$ cat config.mk
export PLATFORM = sky130hd
export DESIGN_NAME = activation_stream_stage
export DESIGN_NICKNAME = d
export VERILOG_FILES = /design/src/rtl/activation_stream_stage.sv
export SDC_FILE = /design/constraint.sdc
export NUM_CORES = 1
export LEC_CHECK = 0
export ABC_AREA = 1
export BUFFER_PORTS_ARGS = -buffer_cell sky130_fd_sc_hd__buf_2
export CORE_MARGIN = 2
export CORE_UTILIZATION = 47
export CTS_CLUSTER_SIZE = 10
export DETAILED_ROUTE_END_ITERATION = 6
export HOLD_SLACK_MARGIN = 0.12
export MAX_ROUTING_LAYER = met4
export PLACE_DENSITY = 0.8
export SLEW_MARGIN = 0
export SYNTH_ARGS = -nofsm -noshare
export SYNTH_HDL_FRONTEND = slang
export SYNTH_SLANG_ARGS = --single-unit
$ cat constraint.sdc
create_clock -name CLK -period 1.4 [get_ports CLK]
set_input_delay 0.35 -clock CLK [delete_from_list [all_inputs] [get_ports CLK]]
set_output_delay 0.35 -clock CLK [all_outputs]
set_load 0.1 [all_outputs]
$ cat src/rtl/activation_stream_stage.sv
// Two-stage valid/ready wrapper around the activation LUT: S0 feeds LUT_INPUT, S1 registers
// the (exception-overridden) LUT result and tags layer ends. Optional perf counters: ACT_STAGE_PERF_EN.
module activation_stream_stage #(
  parameter int BIT_WIDTH    = 32,
  parameter int EXTRA_BITS   = 2,
  parameter int NEURON_COUNT = 16,
  parameter logic [BIT_WIDTH+EXTRA_BITS-1:0] SAT_POS = 34'h1_3F80_0000,
  parameter logic [BIT_WIDTH+EXTRA_BITS-1:0] SAT_NEG = 34'h1_0000_0000,
  parameter logic [BIT_WIDTH+EXTRA_BITS-1:0] NAN_VAL = 34'h3_0000_0000
) (
  input  logic                            CLK,
  input  logic                            RST_N,
  input  logic                            IN_VALID,
  output logic                            IN_READY,
  input  logic [BIT_WIDTH+EXTRA_BITS-1:0] IN_DATA,
  input  logic                            IN_LAST,
  output logic [BIT_WIDTH+EXTRA_BITS-1:0] LUT_INPUT,
  input  logic [BIT_WIDTH+EXTRA_BITS-1:0] LUT_OUT,
  output logic                            OUT_VALID,
  input  logic                            OUT_READY,
  output logic [BIT_WIDTH+EXTRA_BITS-1:0] OUT_DATA,
  output logic                            OUT_LAST,
  input  logic                            CLR_ERR,
  output logic                            LEN_ERR
`ifdef ACT_STAGE_PERF_EN
  ,
  output logic [31:0]                     PERF_STALL,
  output logic [15:0]                     PERF_SPECIAL
`endif
);
  localparam int W  = BIT_WIDTH + EXTRA_BITS;
  localparam int IW = (NEURON_COUNT > 1) ? $clog2(NEURON_COUNT) : 1;
  localparam logic [IW-1:0] IDX_MAX = IW'(NEURON_COUNT - 1);

  logic          s0_valid_q, s0_valid_d;
  logic [W-1:0]  s0_data_q, s0_data_d;
  logic [IW-1:0] s0_idx_q, s0_idx_d;
  logic [IW-1:0] idx_q, idx_d;
  logic          out_valid_q, out_valid_d;
  logic [W-1:0]  out_data_q, out_data_d;
  logic          out_last_q, out_last_d;
  logic          len_err_q, len_err_d;
  logic          s1_adv, in_acc, s1_load;
  logic [W-1:0]  act;

  assign s1_adv   = !out_valid_q || OUT_READY;
  assign IN_READY = !s0_valid_q || s1_adv;
  assign in_acc   = IN_VALID && IN_READY;
  assign s1_load  = s0_valid_q && s1_adv;

  assign LUT_INPUT = s0_data_q;
  assign OUT_VALID = out_valid_q;
  assign OUT_DATA  = out_data_q;
  assign OUT_LAST  = out_last_q;
  assign LEN_ERR   = len_err_q;

  // Exception field 10 is +/-inf, 11 is NaN; the LUT result is only trusted for 00/01.
  always_comb begin
    unique case (s0_data_q[W-1 -: 2])
      2'b10:   act = s0_data_q[BIT_WIDTH-1] ? SAT_NEG : SAT_POS;
      2'b11:   act = NAN_VAL;
      default: act = LUT_OUT;
    endcase
  end

  always_comb begin
    s0_valid_d  = s0_valid_q;
    s0_data_d   = s0_data_q;
    s0_idx_d    = s0_idx_q;
    idx_d       = idx_q;
    out_valid_d = out_valid_q;
    out_data_d  = out_data_q;
    out_last_d  = out_last_q;
    len_err_d   = len_err_q;
    if (in_acc) begin
      s0_valid_d = 1'b1;
      s0_data_d  = IN_DATA;
      s0_idx_d   = idx_q;
      idx_d      = (idx_q == IDX_MAX) ? '0 : idx_q + 1'b1;
    end else if (s1_adv) begin
      s0_valid_d = 1'b0;
    end
    if (s1_load) begin
      out_valid_d = 1'b1;
      out_data_d  = act;
      out_last_d  = (s0_idx_q == IDX_MAX);
    end else if (OUT_READY) begin
      out_valid_d = 1'b0;
    end
    // A mismatch in the same cycle as CLR_ERR keeps the flag set.
    if (in_acc && (IN_LAST != (idx_q == IDX_MAX))) len_err_d = 1'b1;
    else if (CLR_ERR)                               len_err_d = 1'b0;
  end

  always_ff @(posedge CLK or negedge RST_N) begin
    if (!RST_N) begin
      s0_valid_q  <= 1'b0;
      s0_data_q   <= '0;
      s0_idx_q    <= '0;
      idx_q       <= '0;
      out_valid_q <= 1'b0;
      out_data_q  <= '0;
      out_last_q  <= 1'b0;
      len_err_q   <= 1'b0;
    end else begin
      s0_valid_q  <= s0_valid_d;
      s0_data_q   <= s0_data_d;
      s0_idx_q    <= s0_idx_d;
      idx_q       <= idx_d;
      out_valid_q <= out_valid_d;
      out_data_q  <= out_data_d;
      out_last_q  <= out_last_d;
      len_err_q   <= len_err_d;
    end
  end

`ifdef ACT_STAGE_PERF_EN
  logic [31:0] stall_q;
  logic [15:0] spec_q;

  always_ff @(posedge CLK or negedge RST_N) begin
    if (!RST_N) begin
      stall_q <= '0;
      spec_q  <= '0;
    end else if (CLR_ERR) begin
      stall_q <= '0;
      spec_q  <= '0;
    end else begin
      if (out_valid_q && !OUT_READY && !(&stall_q)) stall_q <= stall_q + 1'b1;
      if (s1_load && s0_data_q[W-1] && !(&spec_q))  spec_q  <= spec_q + 1'b1;
    end
  end

  assign PERF_STALL   = stall_q;
  assign PERF_SPECIAL = spec_q;
`else
  // Perf counters are compiled out in this build.
`endif
endmodule
# Word level (Yosys, flattened, before mapping)
# Index checks and enable logic that the tools add are counted.
word_totals:
  register_bits: 80
  output_inout_bits: 72
  word_cells: 33
  in_bits: 74
classes:
  n_reduce_logical: 10
  eq_ne: 5
  n_addsub: 1
  muxes: 9
ops:
  columns: ["operator", "n"]
  rows:
  - ["one-hot mux 34 bit (2 select lines)", 1]
  - ["2-to-1 mux 30 bit", 1]
  - ["equality test 4 bit (second input constant)", 2]
  - ["2-to-1 mux 1 bit", 6]
  - ["nonzero test 2 bit", 3]
  - ["adder 4 x 1 -> 4 bit (second input constant)", 1]
  - ["equality test 2 bit (second input constant)", 2]
  - ["2-to-1 mux 4 bit", 1]
  - ["logical AND 1 bit", 3]
  - ["zero test 1 bit", 2]
  - ["logical OR 1 bit", 2]
  - ["inequality test 1 bit", 1]

# Longest topological paths before layout
# Gate-level depths: netlist of run 1.
logic_depth:
  ltp_word: 6
  depth_mapped: 8
  ltp_nobuf: 7

# Worst setup path after synthesis of run 1
# No wires, ideal clock.
synth_path:
  path_kind: "reg-to-reg"
  startpoint: "reg out_valid_q (netlist: OUT_VALID)"
  endpoint: "reg s0_data_q[32] (netlist: LUT_INPUT[32])"
  period_less_slack_ns: 2.439
  n_path_buf: 1
  required_time_ns: 1.280
  t_arrival_ns: 2.319
  slack_ns: -1.039
  path_stages_with_launch: 7
  setup_ns: 0.120
  cell_sequence: "dfrtp_1 -> nand3_2 -> nand2_4 -> inv_2 -> buf_2 -> nand2_1 -> nand2_1"
synth_between:
  elab_chain_len: 4
synth_rtl:
  columns: ["element", "line", "rtl"]
  rows:
  - ["from (decl)", "39", "logic out_valid_q, out_valid_d;"]
  - ["from (signal assigned)", "110", "out_valid_q <= out_valid_d;"]
  - ["zero test 1 bit", "46", "assign s1_adv = !out_valid_q || OUT_READY;"]
  - ["logical OR 1 bit", "46", null]
  - ["logical OR 1 bit", "47", "assign IN_READY = !s0_valid_q || s1_adv;"]
  - ["named net IN_READY", "14", "output logic IN_READY,"]
  - ["logical AND 1 bit", "48", "assign in_acc = IN_VALID && IN_READY;"]
  - ["to (signal assigned)", "107", "s0_data_q <= s0_data_d;"]
  - ["to (decl)", "36", "logic [W-1:0] s0_data_q, s0_data_d;"]
# The timed path passes the listed nets, and every way through them passes these cells.
# A chain may end at the register's enable or synchronous reset.

# Worst setup path in the final report of run 1
layout_path:
  startpoint: "reg out_valid_q (netlist: OUT_VALID)"
  endpoint: "out IN_READY"
layout_between:
  elab_chain_len: 3
layout_rtl:
  columns: ["element", "line"]
  rows:
  - ["zero test 1 bit", "46"]
  - ["logical OR 1 bit", "46"]
  - ["logical OR 1 bit", "47"]
  - ["to (decl)", "14"]
# No other way between the ends.

==> Implementation_results.wiki, run 1 <==
{| class="wikitable"
! Metric !! Value
|-
| Routed vias/inst || 5.042
|-
| Num Clock Sinks || 80
|-
| Placement Setup Slack || 0.1159 ns
|-
| Shortest period the worst path allows || 1.472 ns
|-
| Unrepaired setup endpoints after global routing || yes
|-
| Max stage delay on crit path || 0.52 ns
|-
| Routed vias || 3091
|-
| Clk pin slew, worst setup/hold paths || 0.08 ns
|-
| Input/output buffers || 145
|-
| Area post-placement || 5181 µm²
|-
| Detailed Route WL || 9274 µm
|-
| Sequential fraction of design power || 29.6%
|-
| Violated checks || negative setup slack
|-
| Met2 routing resource usage after global routing || 41.22%
|-
| Slowest library cell on the worst path || dfrtp_4
|-
| Share of the synthesized area in the top cell type || 61.99%
|-
| Pin count of the biggest net entering global routing || 81
|-
| Post-route worst setup slack || -0.07163 ns
|-
| Power density relative to cell area || 2062 nW/µm²
|-
| Full die area || 7550 µm²
|-
| Clock Tree Buf Depth || 2
|-
| Most used standard cell by instance count after synthesis || nand2_1
|-
| Die height || 86.89 µm
|-
| Chain of cells forming the critical path || nand3_4, buf_12
|-
| Required time of the worst setup path || 1.05 ns
|-
| Global-route wire length before repair || 14260 µm
|-
| Number of maximum-capacitance violations || 0
|-
| Clock tree from TritonCTS || yes
|-
| CTS H-tree depth || 3
|-
| Count of flip-flops with a built-in enable after synthesis || 0
|-
| Router iterations before antenna repair || 4
|-
| Crit Path Max Fanout || 3
|-
| Cell class contributing the biggest share of worst-path delay || flip-flops
|-
| Global placement routability congestion || 0.8551
|-
| Std-Cell Core Area || 6719 µm²
|-
| CTS Root Buffer Type || clkbuf_8
|-
| Commonest cells in the synthesized netlist || 207 x nand2_1, 80 x dfrtp_1, 21 x o21ai_1
|-
| HP Class || input port to register
|-
| Share of the core filled with cells || 83.61%
|-
| Largest area contributor in the netlist || dfrtp_1
|-
| IO Pins || 146
|-
| Proportion of layout cells with a drive suffix above 1 || 37.15%
|-
| Period utilization || 105.1%
|-
| Async set-or-reset flop fraction in the synthesized netlist || 100.0%
|-
| GRT Residual Overflow || 0
|-
| Synthesized netlist net count || 443
|-
| Static leakage || 2.923 nW
|-
| Most used flip-flop cell after synthesis || dfrtp_1
|-
| Nets@finish || 603
|-
| Status || finished, violations left
|-
| Startpoint class of the critical path || register
|-
| Internal Pwr Total || 0.006094 W
|-
| Netlist area before placement || 3229 µm²
|-
| M1 GR Usage || 31.10%
|-
| Final antenna diode count || 0
|-
| Sort of element at the end of the critical path || primary output
|-
| Drc violations || 0
|-
| WS Path Type || register to primary output
|-
| Sum Neg Setup Slack || -0.07645 ns
|-
| Post-layout power || 0.01159 W
|-
| Fin. max-slew vios || 0
|-
| Arrival time at the worst endpoint || 1.12 ns
|-
| Worst ir drop on vdd || 1190 µV
|-
| Net switching share of the total power || 47.40%
|-
| Footprint of the multi-input gates || 1089 µm²
|-
| Number of distinct library cells after synthesis || 18
|-
| Main area contributors after synthesis || dfrtp_1 62%, nand2_1 24%, o21ai_1 3.3%
|-
| Initial cell density of the core || 48.06%
|-
| Busiest metal layer after global routing || met2
|-
| Number of filler cells placed in the layout || 363
|-
| Number of design-rule violations left by the first detailed-router iteration || 132
|-
| Met3 global-route usage || 5.024%
|-
| Fmax || 679.5 MHz
|-
| Clk network pwr share || 16.5%
|-
| Num rows || 30
|-
| Gate count after technology mapping || 368
|-
| Combinational group share of total power || 53.9%
|-
| Area of all placed cells without fillers || 5618 µm²
|-
| Total number of yosys warnings || 0
|-
| Post-detailed-route wirelength per cell || 15.13 µm
|-
| Setup violation total in the final timing report || 2
|-
| Total net switching power || 0.005492 W
|-
| Antenna violations before repair || 0
|-
| Die Wd || 86.89 µm
|-
| Max-slew headroom at the worst pin || 71.10%
|-
| Final-report hold violation count || 0
|-
| Number of global-route vias before repair || 3105
|-
| Maximum clock skew at final layout || 0.008826 ns
|-
| Buffers and inverters on the worst path || 1
|-
| Area growth from synthesis to final layout || 73.96%
|-
| Sequential cell area fraction in the yosys report || 61.99%
|-
| Worst-Skew Late Latency || 0.34 ns
|-
| Pin slew with the least headroom to its limit || 0.4334 ns
|-
| Mean post-synth cell area || 8.775 µm²
|-
| Area used by sequential logic in the layout || 2009 µm²
|-
| Number of CTS-inserted buffers || 9
|-
| Global router's overall resource usage || 25.17%
|-
| Remaining antenna violation count || 0
|-
| Post-detailed-placement half-perimeter wirelength || 6500 µm
|-
| Number of flip-flops and latches in the synthesized netlist || 80
|}
==> worst paths after layout <==
path | from | endpoint | slack (ns) | cells after the start
max in group asynchronous | RST_N | LUT_INPUT[31] | 0.43 | 3
min reg2reg | s0_idx_q[3] | s0_idx_q[3] | 0.50 | 2
max reg2reg | OUT_VALID | LUT_INPUT[9] | 0 | 8
min in group asynchronous | RST_N | OUT_DATA[0] | 0.59 | 3
min | IN_DATA[26] | LUT_INPUT[26] | 0.20 | 3
max | OUT_VALID | IN_READY | -0.07 | 2
==> worst register-to-register path, stage by stage (launching register included) <==
cell       delay, ns
dfrtp_4         0.46
nand3_4         0.09
buf_4           0.14
buf_6           0.12
nand2_8         0.08
clkinv_8        0.10
clkbuf_16       0.17
nand2_1         0.06
nand2_1         0.06
==> power by group through the flow <==
stage                     Sequential (W)  Clock (W)  Combinational, W
after CTS                        0.00343    0.00196           0.00618
after floorplan                  0.00625          0          0.000814
after detailed placement         0.00347          0           0.00614
final                            0.00343    0.00191           0.00625
after global placement           0.00343          0           0.00604
after global routing             0.00349    0.00207           0.00648
==> repair_timing <==
item                                   in CTS  in global routing
setup endpoints to repair                   2                 36
buffers inserted                            2                  0
hold buffers                                1                  0
gates resized for setup                     4                 12
endpoints found under the hold margin      80                  0
gates cloned                                0                  6
pin swaps                                   1                  1
==> layer usage <==
metal	routed length (µm)	part of all wire, %	vias to the layer above
li1	-	-	1461
met1	3677	40	1453
met2	4762	51	160
met3	672	7.2	17
met4	161	1.7	0
met5	0	0	-
==> stage by stage <==
stage	std cells	hold WS, ns
global placement	588	0.4075
finish	613	0.1991
CTS	607	0.1785
global route	613	0.1798
floorplan	368	0.05441
detailed placement	588	0.4112
==> cell usage in the layout, fill, tap and decap left out, types with 2 or more instances in the layout <==
master / n
nand2_1: 202
buf_12: 77
dfrtp_1: 76
buf_2: 72
o21ai_1: 20
o21ai_0: 15
clkbuf_8: 11
inv_1: 10
buf_4: 8
nand2_2: 5
buf_6: 5
clkbuf_16: 4
dfrtp_2: 3
nand3_1: 3
nand4_1: 3
inv_2: 2
nor2_1: 2
bufinv_16: 2
clkinv_2: 2
==> cell type report <==
class                           instances  area share [%]
Clock buffer                           11           2.695
Multi-Input combinational cell        257           19.38
Tap cell                               80           1.782
Sequential cell                        80           35.77
Clock inverter                          5           1.403
Inverter                               13           1.091
Timing Repair Buffer                  167           37.88
==> cell families (layout without fill, tap and decap cells) <==
logic type	count (synthesis)	count (layout)	share of synthesized area, %
buffers and inverters	31	196	5.463
flip-flops	80	80	61.99
adder cells (fa/ha/maj)	1	1	0.3874
AND/OR/NAND/NOR	218	218	26.15
AO/OA/AOI/OAI	38	38	6.006
==> state kept, by name, indices dropped and copies added (netlist names) <==
register    count
s0_idx_q        4
s0_valid_q      1
OUT_LAST        1
OUT_VALID       1
OUT_DATA       34
idx_q           4
LEN_ERR         1
LUT_INPUT      34
Note: power is estimated with default switching activity, not from simulation.
==> run 2: changes to the inputs <==
MAX_ROUTING_LAYER = not set   (was met4)
SKIP_CTS_REPAIR_TIMING = 1   (was not set)
clock period = 1.6 ns   (was 1.4 ns; I/O delays follow)
==> run 2 against run 1 <==
  * The flow now finishes without violations
  * Global-route usage shrank 4.7 points
  * Final cell count shrank 1.8%
  * Critical path depth is the same
  * Critical endpoint unchanged
  * Largest power group unchanged
==> Implementation_results.wiki, run 2 (synthesis results as in run 1) <==
{| class="wikitable"
! Metric !! Value
|-
| HP Class || input port to register
|-
| Number of design-rule violations left by the first detailed-router iteration || 82
|-
| Full die area || 7550 µm²
|-
| M1 GR Usage || 26.10%
|-
| Arrival time at the worst endpoint || 1.16 ns
|-
| Num Clock Sinks || 80
|-
| Post-detailed-route wirelength per cell || 12.36 µm
|-
| Pin slew with the least headroom to its limit || 0.5176 ns
|-
| Drc violations || 0
|-
| Met3 global-route usage || 4.834%
|-
| Pin count of the biggest net entering global routing || 45
|-
| Global placement routability congestion || 0.7960
|-
| Maximum clock skew at final layout || 0.007537 ns
|-
| Status || finished clean
|-
| Busiest metal layer after global routing || met2
|-
| GRT Residual Overflow || 0
|-
| Clk pin slew, worst setup/hold paths || 0.08 ns
|-
| Antenna violations before repair || 0
|-
| Setup violation total in the final timing report || 0
|-
| Area growth from synthesis to final layout || 33.82%
|-
| Power density relative to cell area || 1965 nW/µm²
|-
| Max-slew headroom at the worst pin || 65.73%
|-
| Clock Tree Buf Depth || 2
|-
| Global router's overall resource usage || 20.47%
|-
| Worst-Skew Late Latency || 0.35 ns
|-
| Global-route wire length before repair || 12060 µm
|-
| Most common library cell in the layout ignoring fill and taps || nand2_1
|-
| Startpoint class of the critical path || register
|-
| CTS H-tree depth || 3
|-
| Detailed Route WL || 7440 µm
|-
| Met2 routing resource usage after global routing || 33.45%
|-
| Proportion of layout cells with a drive suffix above 1 || 34.29%
|-
| Input/output buffers || 145
|-
| Nets@finish || 592
|-
| Share of the core filled with cells || 64.32%
|-
| Die height || 86.89 µm
|-
| Routed vias/inst || 4.748
|-
| Static leakage || 2.501 nW
|-
| Number of maximum-capacitance violations || 0
|-
| Worst ir drop on vdd || 739.6 µV
|-
| Num rows || 30
|-
| Fmax || 641.8 MHz
|-
| Shortest period the worst path allows || 1.558 ns
|-
| Final antenna diode count || 0
|-
| Number of global-route vias before repair || 2662
|-
| Initial cell density of the core || 48.06%
|-
| Remaining antenna violation count || 0
|-
| Routed vias || 2858
|-
| Final-report hold violation count || 0
|-
| Crit Path Max Fanout || 5
|-
| WS Path Type || register to primary output
|-
| CTS Root Buffer Type || clkbuf_8
|-
| Post-detailed-placement half-perimeter wirelength || 5300 µm
|-
| Worst hold margin || 0.2408 ns
|-
| Placed cells || 585
|-
| Std-Cell Core Area || 6719 µm²
|-
| Number of CTS-inserted buffers || 9
|-
| IO Pins || 146
|-
| Router iterations before antenna repair || 6
|-
| Unrepaired setup endpoints after global routing || no
|-
| Die Wd || 86.89 µm
|-
| Sort of element at the end of the critical path || primary output
|-
| Highest-count cells in the layout ignoring fill and taps || 206 x nand2_1, 139 x buf_2, 78 x dfrtp_1, 21 x o21ai_1, 15 x o21ai_0
|-
| Number of non-filler instances in the completed layout || 602
|-
| Required time of the worst setup path || 1.20 ns
|-
| Fin. max-slew vios || 0
|-
| Clock tree from TritonCTS || yes
|-
| Sum Neg Setup Slack || 0 ns
|-
| Period utilization || 97.38%
|}
-- run 2: worst paths after layout --
| path | start | to | cells after the start | slack, ns |
|---|---|---|---|---|
| worst max-delay path | OUT_VALID | IN_READY | 2 | 0.04 |
| worst min-delay path | IN_DATA[14] | LUT_INPUT[14] | 3 | 0.24 |
| worst max register to register | OUT_VALID | OUT_DATA[8] | 4 | 0.28 |
| worst min register to register | LUT_INPUT[21] | LUT_INPUT[21] | 2 | 0.48 |
| max in group asynchronous | RST_N | LEN_ERR | 3 | 0.56 |
| min in group asynchronous | RST_N | OUT_DATA[14] | 2 | 0.51 |
-- run 2: area by class of cell --
class / count / area, µm²
clock buffer: 10 / 127.6
sequential: 80 / 2007
timing repair buffer: 156 / 888.4
fill: 563 / 2397
multi-input combinational: 257 / 1066
tap: 80 / 100.1
clock inverter: 6 / 83.83
inverter: 13 / 48.80
-- run 2: worst max-delay path, cell delays in order (launching register included) --
cell and delay [ns]:
dfrtp_4 0.50, nand3_4 0.12, buf_12 0.19
-- run 2: where the power goes --
| part | internal, W | leakage, nW | total [W] | switching [W] |
|---|---|---|---|---|
| Combinational | 0.000652 | 1.40 | 0.00414 | 0.00349 |
| Sequential | 0.00248 | 0.994 | 0.00277 | 0.000288 |
| Clock | 0.000874 | 0.110 | 0.00158 | 0.000709 |
-- run 2: metal layers --
| layer | up-vias | share of wire (%) | routed length, µm |
|---|---|---|---|
| li1 | 1440 | - | - |
| met1 | 1281 | 45 | 3350 |
| met2 | 129 | 46 | 3436 |
| met3 | 8 | 7.8 | 581 |
| met4 | 0 | 0.95 | 71 |
| met5 | - | 0 | 0 |
-- run 2: metrics by stage --
stage / worst slack (ns) / cell area [µm²] / power, W
global route: 0.004363 / 4322 / 0.008870
finish: 0.04197 / 4322 / 0.008494
CTS: -0.04027 / 4302 / 0.008540
global placement: 0.2846 / 4090 / 0.006879
detailed placement: 0.2319 / 4090 / 0.006946
floorplan: -0.03452 / 3247 / 0.006179
==> run 3: changes to the inputs <==
HOLD_SLACK_MARGIN = not set   (was 0.12)
SETUP_SLACK_MARGIN = 0.15   (was not set)
==> run 3 against run 2 <==
  * First-iteration DRC count down 22%
  * Sequential cell count stayed put
  * Power up 3.5%
  * Die area did not move
  * Sequential power barely moved
  * Largest power group unchanged
  * Via count rose by 1.7%
  * Non-clock buffer count grew 4
==> Implementation_results.wiki, run 3 (synthesis results as in run 1) <==
{| class="wikitable"
! Metric !! Value
|-
| IO Pins || 146
|-
| Max stage delay on crit path || 0.51 ns
|-
| Std-Cell Core Area || 6719 µm²
|-
| Number of filler cells placed in the layout || 534
|-
| Final-report hold violation count || 0
|-
| GRT Residual Overflow || 0
|-
| Internal Pwr Total || 0.004278 W
|-
| Unrepaired setup endpoints after global routing || yes
|-
| Post-detailed-route wirelength per cell || 12.67 µm
|-
| Area post-placement || 4110 µm²
|-
| Antenna violations before repair || 0
|-
| Die Wd || 86.89 µm
|-
| Area growth from synthesis to final layout || 40.22%
|-
| Slowest library cell on the worst path || dfrtp_4
|-
| Required time of the worst setup path || 1.20 ns
|-
| Number of CTS-inserted buffers || 9
|-
| Area of all placed cells without fillers || 4528 µm²
|-
| Nets@finish || 596
|-
| Most common library cell in the layout ignoring fill and taps || nand2_1
|-
| RR Startpoint || OUT_VALID
|-
| Capturing point of the worst reg2reg path || idx_q[2]
|-
| Num Clock Sinks || 80
|-
| Crit Path Max Fanout || 3
|-
| Pin count of the biggest net entering global routing || 36
|-
| Initial cell density of the core || 48.06%
|-
| HP Class || input port to asynchronous set/reset pin
|-
| Combinational group share of total power || 49.8%
|-
| Worst ir drop on vdd || 896.7 µV
|-
| Post-detailed-placement half-perimeter wirelength || 5487 µm
|-
| Detailed Route WL || 7681 µm
|-
| Clk network pwr share || 18.5%
|-
| Die height || 86.89 µm
|-
| Sum Neg Setup Slack || 0 ns
|-
| Drc violations || 0
|-
| Routed vias || 2906
|-
| Input/output buffers || 145
|-
| Remaining antenna violation count || 0
|-
| Num rows || 30
|-
| Proportion of layout cells with a drive suffix above 1 || 35.36%
|-
| Period utilization || 95.36%
|-
| Depth of the worst register-to-register path || 8
|-
| Clk pin slew, worst setup/hold paths || 0.09 ns
|-
| Number of design-rule violations left by the first detailed-router iteration || 64
|-
| Placement Setup Slack || 0.2699 ns
|-
| WS Path Type || register to primary output
|-
| Pin slew with the least headroom to its limit || 0.4659 ns
|-
| Static leakage || 2.545 nW
|-
| Max-slew headroom at the worst pin || 68.94%
|-
| Shortest period the worst path allows || 1.526 ns
|-
| Chain of cells forming the critical path || nand3_4, buf_12
|-
| Final antenna diode count || 0
|-
| Status || finished clean
|-
| Routed vias/inst || 4.795
|-
| Global placement routability congestion || 0.8044
|-
| Fmax || 655.4 MHz
|-
| Startpoint class of the critical path || register
|-
| Setup violation total in the final timing report || 0
|-
| Full die area || 7550 µm²
|-
| Worst-Skew Late Latency || 0.34 ns
|-
| Highest-count cells in the layout ignoring fill and taps || 206 x nand2_1, 76 x dfrtp_1, 72 x buf_2, 71 x buf_4, 21 x o21ai_1
|-
| Sequential fraction of design power || 31.7%
|-
| Total net switching power || 0.004511 W
|-
| CTS Root Buffer Type || clkbuf_8
|-
| Sort of element at the end of the critical path || primary output
|-
| Post-route worst setup slack || 0.07431 ns
|-
| Fin. max-slew vios || 0
|-
| Maximum clock skew at final layout || 0.01364 ns
|-
| Post-layout power || 0.008789 W
|-
| Reg2Reg Setup Slack || 0.26 ns
|-
| Global-route wire length before repair || 12400 µm
|-
| Number of global-route vias before repair || 2815
|-
| Arrival time at the worst endpoint || 1.13 ns
|-
| Net switching share of the total power || 51.33%
|-
| Power density relative to cell area || 1941 nW/µm²
|-
| Router iterations before antenna repair || 4
|-
| Number of maximum-capacitance violations || 0
|-
| Global router's overall resource usage || 20.77%
|-
| CTS H-tree depth || 3
|-
| Clock tree from TritonCTS || yes
|-
| Clock Tree Buf Depth || 2
|}
[run 3: cell types whose count changed in the layout (fill, tap and decap cells not counted), sizes merged]
cell / before / now
dlygate4sd3: 1 / 0
clkinvlp: 0 / 2
buf: 151 / 150
clkinv: 4 / 1
clkbuf: 14 / 21
[run 3: worst max path at each step]
stage,startpoint,to,slack (ns)
floorplan,OUT_VALID,LUT_INPUT[0],-0.03
global placement,OUT_READY,LUT_INPUT[33],0.29
detailed placement,OUT_READY,s0_idx_q[0],0.27
CTS,OUT_VALID,OUT_VALID,-0.03
global route,OUT_VALID,IN_READY,0.04
finish,OUT_VALID,IN_READY,0.07
[run 3: final cells by class]
cell class / instances / area [µm²] / share of cell area, %
clock buffer: 11 / 141.4 / 3.122
clock inverter: 5 / 80.08 / 1.768
inverter: 13 / 48.80 / 1.078
multi-input combinational: 257 / 1066 / 23.54
sequential: 80 / 2009 / 44.38
tap: 80 / 100.1 / 2.211
timing repair buffer: 160 / 1082 / 23.90
[run 3: through the flow]
| step | hold WS, ns | util (%) | instances |
|---|---|---|---|
| 5_1_grt | 0.04095 | 67.39 | 606 |
| 3_3_place_gp | 0.3854 | 61.17 | 589 |
| 4_1_cts | 0.01145 | 64.47 | 605 |
| 2_1_floorplan | 0.1044 | - | 368 |
| 6_report | 0.002511 | 67.39 | 606 |
| 3_5_place_dp | 0.3895 | 61.17 | 589 |
[run 3: metal layers]
metal	vias to the layer above	wire, µm	global-route usage, %	share of wire (%)
met5	-	0	0	0
met4	0	93	6.392	1.2
met3	8	596	4.360	7.8
met2	119	3633	34.84	47
met1	1336	3357	27.10	44
li1	1443	-	-	-
[run 3: worst max-delay path, delay by kind of cell, from the launching register on]
kind,cells,cell delay (ns)
and+or+nand+nor,1,0.09
DFF,1,0.51
buffers and inverters,1,0.18
[run 3: power by group through the flow]
stage          Clock (W)  Combinational (W)  Sequential, W
6_report         0.00162            0.00438        0.00279
5_1_grt          0.00173            0.00460        0.00285
4_1_cts          0.00165            0.00417        0.00276
3_5_place_dp           0            0.00416        0.00279
3_3_place_gp           0            0.00411        0.00278
2_1_floorplan          0           0.000712        0.00547
